--- src/rtl/pmem_arbiter_pkg.sv ---
// Shared types for the memory-side interconnect: arbiter state encoding and
// the physical-memory line geometry.
package lc3b_types;

   typedef enum logic [1:0] {
      IDLE = 2'd0,
      BUSY = 2'd1,
      DONE = 2'd2
   } pmem_arb_state_t;

   localparam int PMEM_LINE_ADDR_W = 12;
   localparam int PMEM_LINE_DATA_W = 128;

endpackage

--- src/rtl/pmem_arbiter_rr_pick.sv ---
// Combinational round-robin picker: first pending index at or after ptr_i,
// wrapping modulo N. Returns a one-hot grant and its index.
module rr_pick #(
   parameter int N  = 3,
   parameter int IW = (N > 1) ? $clog2(N) : 1
) (
   input  logic [N-1:0]  pend_i,
   input  logic [IW-1:0] ptr_i,
   output logic [N-1:0]  gnt_o,
   output logic [IW-1:0] idx_o,
   output logic          any_o
);

   logic found;
   int   j;

   always_comb begin
      gnt_o = '0;
      idx_o = '0;
      found = 1'b0;
      j     = 0;
      for (int k = 0; k < N; k++) begin
         j = (int'(ptr_i) + k) % N;
         if (!found && pend_i[j]) begin
            found    = 1'b1;
            gnt_o[j] = 1'b1;
            idx_o    = IW'(j);
         end
      end
   end

   assign any_o = |pend_i;

endmodule

--- src/rtl/pmem_arbiter.sv ---
// Round-robin arbiter sharing one Wishbone master port to pmem between the
// eviction (0), fill (1) and stream (2) requesters; one transaction per grant.
module pmem_arbiter
   import lc3b_types::*;
#(
   parameter int NUM_REQ = 3,
   parameter int ADDR_W  = PMEM_LINE_ADDR_W,
   parameter int DATA_W  = PMEM_LINE_DATA_W,
   parameter int SEL_W   = DATA_W / 8,
   parameter int TIMEOUT = 1023,
   parameter int IW      = (NUM_REQ > 1) ? $clog2(NUM_REQ) : 1
) (
   input  logic                      clk,
   input  logic                      rst_n,
   input  logic [NUM_REQ-1:0]        req_cyc,
   input  logic [NUM_REQ-1:0]        req_stb,
   input  logic [NUM_REQ-1:0]        req_we,
   input  logic [NUM_REQ*SEL_W-1:0]  req_sel,
   input  logic [NUM_REQ*ADDR_W-1:0] req_adr,
   input  logic [NUM_REQ*DATA_W-1:0] req_wdata,
   output logic [NUM_REQ-1:0]        req_ack,
   output logic [NUM_REQ-1:0]        req_rty,
   output logic [DATA_W-1:0]         req_rdata,
   output logic                      pm_cyc,
   output logic                      pm_stb,
   output logic                      pm_we,
   output logic [SEL_W-1:0]          pm_sel,
   output logic [ADDR_W-1:0]         pm_adr,
   output logic [DATA_W-1:0]         pm_wdata,
   input  logic                      pm_ack,
   input  logic                      pm_rty,
   input  logic [DATA_W-1:0]         pm_rdata,
   output logic [IW-1:0]             grant_id,
   output logic                      err_timeout
);

   localparam int CW = $clog2(TIMEOUT + 1);

   pmem_arb_state_t      state_q, state_d;
   logic [IW-1:0]        ptr_q, ptr_d, gid_q, gid_d;
   logic                 cyc_q, cyc_d, we_q, we_d;
   logic [SEL_W-1:0]     sel_q, sel_d;
   logic [ADDR_W-1:0]    adr_q, adr_d;
   logic [DATA_W-1:0]    wdat_q, wdat_d, rdata_q, rdata_d;
   logic [NUM_REQ-1:0]   ack_q, ack_d, rty_q, rty_d;
   logic [CW-1:0]        cnt_q, cnt_d;
   logic                 err_q, err_d, abn_q, abn_d;

   logic [NUM_REQ-1:0]   pend, pick_gnt, gid_oh;
   logic [IW-1:0]        pick_idx, ptr_nxt;
   logic                 pick_any, gone;
   logic                 m_we;
   logic [SEL_W-1:0]     m_sel;
   logic [ADDR_W-1:0]    m_adr;
   logic [DATA_W-1:0]    m_wdat;

   assign pend = req_cyc & req_stb;

   rr_pick #(.N(NUM_REQ), .IW(IW)) u_pick (
      .pend_i (pend),
      .ptr_i  (ptr_q),
      .gnt_o  (pick_gnt),
      .idx_o  (pick_idx),
      .any_o  (pick_any)
   );

   for (genvar i = 0; i < NUM_REQ; i++) begin : g_oh
      assign gid_oh[i] = (gid_q == IW'(i));
   end

   // One-hot AND-OR mux of the winning requester's command fields.
   always_comb begin
      m_we   = 1'b0;
      m_sel  = '0;
      m_adr  = '0;
      m_wdat = '0;
      for (int i = 0; i < NUM_REQ; i++) begin
         if (pick_gnt[i]) begin
            m_we   = req_we[i];
            m_sel  = req_sel[i*SEL_W +: SEL_W];
            m_adr  = req_adr[i*ADDR_W +: ADDR_W];
            m_wdat = req_wdata[i*DATA_W +: DATA_W];
         end
      end
   end

   assign ptr_nxt = (gid_q == IW'(NUM_REQ - 1)) ? '0 : gid_q + IW'(1);
   // Grantee is considered gone once its STB drops at any point in BUSY.
   assign gone    = abn_q | ~|(gid_oh & pend);

   always_comb begin
      state_d = state_q;
      ptr_d   = ptr_q;
      gid_d   = gid_q;
      cyc_d   = cyc_q;
      we_d    = we_q;
      sel_d   = sel_q;
      adr_d   = adr_q;
      wdat_d  = wdat_q;
      rdata_d = rdata_q;
      ack_d   = '0;
      rty_d   = '0;
      cnt_d   = cnt_q;
      err_d   = err_q;
      abn_d   = abn_q;
      case (state_q)
         IDLE: begin
            if (pick_any) begin
               gid_d   = pick_idx;
               we_d    = m_we;
               sel_d   = m_sel;
               adr_d   = m_adr;
               wdat_d  = m_wdat;
               cyc_d   = 1'b1;
               cnt_d   = '0;
               abn_d   = 1'b0;
               state_d = BUSY;
            end
         end
         BUSY: begin
            if (cnt_q != CW'(TIMEOUT)) cnt_d = cnt_q + CW'(1);
            if (cnt_d == CW'(TIMEOUT)) err_d = 1'b1;
            abn_d = gone;
            if (pm_ack || pm_rty) begin
               cyc_d   = 1'b0;
               ptr_d   = ptr_nxt;
               state_d = DONE;
               if (!gone) begin
                  if (pm_ack) begin
                     ack_d   = gid_oh;
                     rdata_d = pm_rdata;
                  end else begin
                     rty_d = gid_oh;
                  end
               end
            end
         end
         DONE:    state_d = IDLE;
         default: state_d = IDLE;
      endcase
   end

   always_ff @(posedge clk) begin
      if (!rst_n) begin
         state_q <= IDLE;
         ptr_q   <= '0;
         gid_q   <= '0;
         cyc_q   <= 1'b0;
         we_q    <= 1'b0;
         sel_q   <= '0;
         adr_q   <= '0;
         wdat_q  <= '0;
         ack_q   <= '0;
         rty_q   <= '0;
         cnt_q   <= '0;
         err_q   <= 1'b0;
         abn_q   <= 1'b0;
      end else begin
         state_q <= state_d;
         ptr_q   <= ptr_d;
         gid_q   <= gid_d;
         cyc_q   <= cyc_d;
         we_q    <= we_d;
         sel_q   <= sel_d;
         adr_q   <= adr_d;
         wdat_q  <= wdat_d;
         ack_q   <= ack_d;
         rty_q   <= rty_d;
         cnt_q   <= cnt_d;
         err_q   <= err_d;
         abn_q   <= abn_d;
      end
   end

   // Read data is only meaningful alongside req_ack, so it carries no reset.
   always_ff @(posedge clk) begin
      rdata_q <= rdata_d;
   end

   assign req_ack     = ack_q;
   assign req_rty     = rty_q;
   assign req_rdata   = rdata_q;
   assign pm_cyc      = cyc_q;
   assign pm_stb      = cyc_q;
   assign pm_we       = we_q;
   assign pm_sel      = sel_q;
   assign pm_adr      = adr_q;
   assign pm_wdata    = wdat_q;
   assign grant_id    = gid_q;
   assign err_timeout = err_q;

endmodule

--- config.mk ---
export PLATFORM = sky130hd
export DESIGN_NAME = pmem_arbiter
export DESIGN_NICKNAME = d
export VERILOG_FILES = /design/src/rtl/pmem_arbiter_pkg.sv /design/src/rtl/pmem_arbiter_rr_pick.sv /design/src/rtl/pmem_arbiter.sv
export SDC_FILE = /design/constraint.sdc
export NUM_CORES = 1
export LEC_CHECK = 0
export BUFFER_PORTS_ARGS = -buffer_cell sky130_fd_sc_hd__buf_2
export CORE_AREA = 10 10 342 344
export CTS_BUF_LIST = sky130_fd_sc_hd__clkbuf_16
export CTS_CLUSTER_DIAMETER = 40
export CTS_CLUSTER_SIZE = 40
export DETAILED_ROUTE_END_ITERATION = 10
export DIE_AREA = 0 0 352 354
export MAX_ROUTING_LAYER = met4
export SYNTH_ARGS = -nofsm -noshare
export SYNTH_HDL_FRONTEND = slang
export SYNTH_HIERARCHICAL = 1
export SYNTH_SLANG_ARGS = --single-unit
--- constraint.sdc ---
create_clock -name clk -period 7.4 [get_ports clk]
set_input_delay 1.11 -clock clk [delete_from_list [all_inputs] [get_ports clk]]
set_output_delay 1.11 -clock clk [all_outputs]
set_load 0.1 [all_outputs]
==> out/metrics.csv <==
stage,metric,value,unit
status,outcome,"finished, final reports clean",
power,vdd_drop_max,151,uV
synthesis,yosys-top-cells-area,"edfxtp_1 28%, dfxtp_1 27%, nand2_1 13%",
detailed_routing,routed_wl,91.5,mm
finish,utilization,0.203,
placement,routabilityCongestion,0.933,
clock_network,cts.htree.levels,3,
timing,slew_violations,0,
global_routing,grt_pass1_vias,15400,
detailed_routing,drc_errors,0,
die,die_area,0.125,mm^2
timing,setup-tns-final,0,ns
worst_setup_path,crit_required,7.93,ns
clock_network,cts_root_buf,clkbuf_16,
placement,dpl.cell_count,3840,
clock_network,cts_resized,0,
detailed_routing,post_drt_via_cell_ratio,3.90,
global_routing,grt_first_pass_wirelength,123,mm
detailed_routing,final_antenna_net_count,0,
power,switching_share,0.365,
clock_network,cts_hold_buffers,0,
timing,timing.hold.ws,0.448,ns
timing,worstMarginPinSlew,1.10,ns
die,core_area,0.110,mm^2
finish,instances_no_fill,4035,
power,pwr-share-clk,0.480,
finish,fin_area,0.0223,mm^2
synthesis,synth_common_cells,"488 x nand2_1, 182 x dfxtp_1, 174 x a21oi_1",
finish,drive_gt1_frac,0.428,
clock_network,clk_latency,0.63,ns
detailed_routing,num_vias,15700,
power,power.leakage,0.00922,uW
synthesis,synth.net_count,2175,
synthesis,synth_most_common_cell,nand2_1,
global_routing,antenna_found_initial,94,
die,die_h,354,um
synthesis,syn-cell-area,0.0137,mm^2
die,ios,905,
clock_network,cts_buffers,75,
power,pwr-share-seq,0.284,
synthesis,synth_edf_count,128,
die,start_util,0.124,
placement,dp_hpwl,74.4,mm
power,power_density,304,mW/mm^2
power,p_sw,2480,uW
synthesis,ys_ff_latch,310,
timing,timing.final.crit_share,0.511,
synthesis,synth_top_area_cell,edfxtp_1,
synthesis,synth_ff_type,dfxtp_1,
synthesis,netlist.area_leader.share,0.281,
detailed_routing,drtPass1Iterations,7,
finish,area_growth,63.2,%
placement,numPortBuffers,904,
worst_setup_path,crit_path_end_kind,flip-flop,
flow_run,maxCapViolCount,0,
worst_setup_path,critPathMaxFanout,40,
power,power_frac_comb,0.236,
worst_setup_path,cp_data_arrival_time,4.32,ns
detailed_routing,drtIter0Drc,1123,
synthesis,yosysSeqAreaShare,0.547,
global_routing,grt_start_max_net_pins,160,
timing,fin_crit,3.78,ns
global_routing,grt_usage,0.143,
worst_setup_path,critical_path_class,flip-flop to flip-flop,
synthesis,synthDistinctLibCells,55,
clock_network,cts_max_path_buffers,3,
timing,rsz0062_at_grt,no,
timing,fin_skew,0.0296,ns
die,rows,122,
die,die_x,352,um
finish,layout.nets,3043,
timing,slew_headroom,0.270,
worst_setup_path,worstSetupStartpointType,flip-flop,
synthesis,avgSynthCellArea,8.76,um^2
placement,place_area,0.0197,mm^2
synthesis,synthCells,1561,
clock_network,post_cts_buffers,0,
synthesis,ys_async_sr_fraction,0,
clock_network,clock_sinks,310,
global_routing,grt.overflow.total,0,
clock_network,cts_tree,built,
timing,setup_viol,0,
power,p_int,4310,uW
timing,fmax,264,MHz
timing,hold_viol,0,
synthesis,yosys_warnings,6,
detailed_routing,wl_per_cell,22.7,um
clock_network,clkTransAtPathRegs,0.05,ns
worst_hold_path,hold_path.class,flip-flop to flip-flop,
-- final timing paths --
check	from	end	slack (ns)	cells past startpoint
worst max-delay path	ptr_q[0]	pm_wdata[47]	3.62	13
worst max register to register	ptr_q[0]	pm_wdata[47]	3.62	13
worst min register to register	pm_wdata[75]	pm_wdata[75]	0.45	2
worst min-delay path	pm_wdata[75]	pm_wdata[75]	0.45	2
-- stage by stage --
stage               setup slack [ns]  total power (uW)
floorplan                       2.22              3090
global route                    3.33              7090
detailed placement              3.05              3570
finish                          3.62              6790
CTS                             3.61              6920
global placement                3.11              3570
-- worst max-delay path: stages (launching register included) --
cell     delay [ns]
dfxtp_1        0.39
inv_1          0.09
ha_1           0.42
or3b_1         0.45
o32ai_1        0.14
nand3_1        0.12
a31oi_1        0.20
buf_4          0.15
nor2b_4        0.45
buf_4          0.51
a22oi_1        0.25
o21ai_0        0.25
nand2_1        0.07
a21oi_1        0.17
-- layout make-up --
cell class	count	area [um^2]
Clock inverter	62	574
Fill cell	12300	87700
Antenna cell	56	140
Multi-Input combinational cell	1107	5580
Clock buffer	77	1930
Tap cell	1488	1860
Timing Repair Buffer	924	4710
Sequential cell	310	7490
Inverter	11	46.3
-- power by group through the flow --
stage	clock network (uW)	registers (uW)	logic (uW)
after global routing	3440	1940	1710
after detailed placement	0	1960	1610
after global placement	0	1960	1610
after floorplan	0	2600	493
final	3260	1930	1600
after CTS	3370	1930	1620
-- logic make-up (layout without fill, tap and decap cells) --
kind of cell	after synthesis	in the layout	share of synthesized area
and+or+nand+nor	563	563	0.165
other	0	56	0
buffers and inverters	144	1074	0.0478
muxes	6	6	0.00549
adders and majority gates	5	5	0.00457
AOI/OAI and AO/OA	530	530	0.228
xor gates and xnor gates	3	3	0.00192
DFF	310	310	0.547
-- sequential cells by signal, indices dropped and copies added (netlist names) --
register	count
pm_wdata	128
state_q	2
cnt_q	10
req_rdata	128
req_ack	3
pm_adr	12
err_timeout	1
pm_sel	16
req_rty	3
abn_q	1
pm_cyc	1
grant_id	2
pm_we	1
ptr_q	2
-- placed cells by master, fill, tap and decap left out, types with 2 or more instances in the layout --
master | synthesis | routed
a21oi_1 | 174 | 173
a21oi_2 | 2 | 2
a221oi_1 | 2 | 2
a22oi_1 | 157 | 157
a311oi_1 | 2 | 2
a31oi_1 | 6 | 6
and2_1 | 5 | 5
and3b_1 | 2 | 2
buf_12 | 0 | 3
buf_2 | 47 | 904
buf_4 | 12 | 17
bufinv_16 | 0 | 4
clkbuf_16 | 0 | 77
clkinv_1 | 0 | 7
clkinv_2 | 0 | 6
clkinv_4 | 0 | 11
clkinv_8 | 0 | 2
clkinvlp_4 | 0 | 4
dfxtp_1 | 182 | 182
diode_2 | 0 | 56
edfxtp_1 | 128 | 128
ha_1 | 5 | 5
inv_1 | 10 | 20
inv_16 | 0 | 2
inv_6 | 0 | 14
mux2_2 | 2 | 2
mux2i_1 | 3 | 3
nand2_1 | 488 | 487
nand2b_1 | 4 | 4
nand3_1 | 6 | 6
nand3b_1 | 3 | 3
nor2_1 | 27 | 27
nor2b_1 | 5 | 4
nor3_1 | 9 | 9
nor4_1 | 2 | 2
o21ai_0 | 172 | 172
o21ai_1 | 3 | 3
o22ai_1 | 3 | 3
xor2_1 | 2 | 2
-- routing by layer --
layer	wire, um	vias to the layer above	share of wire	track usage
met5	0	-	0	-
met4	2300	0	0.025	0.0384
met3	13200	176	0.14	0.0814
met2	41800	920	0.46	0.221
met1	34200	7281	0.37	0.155
li1	-	7350	-	-
No activity file was read; power rests on OpenSTA's default activity.
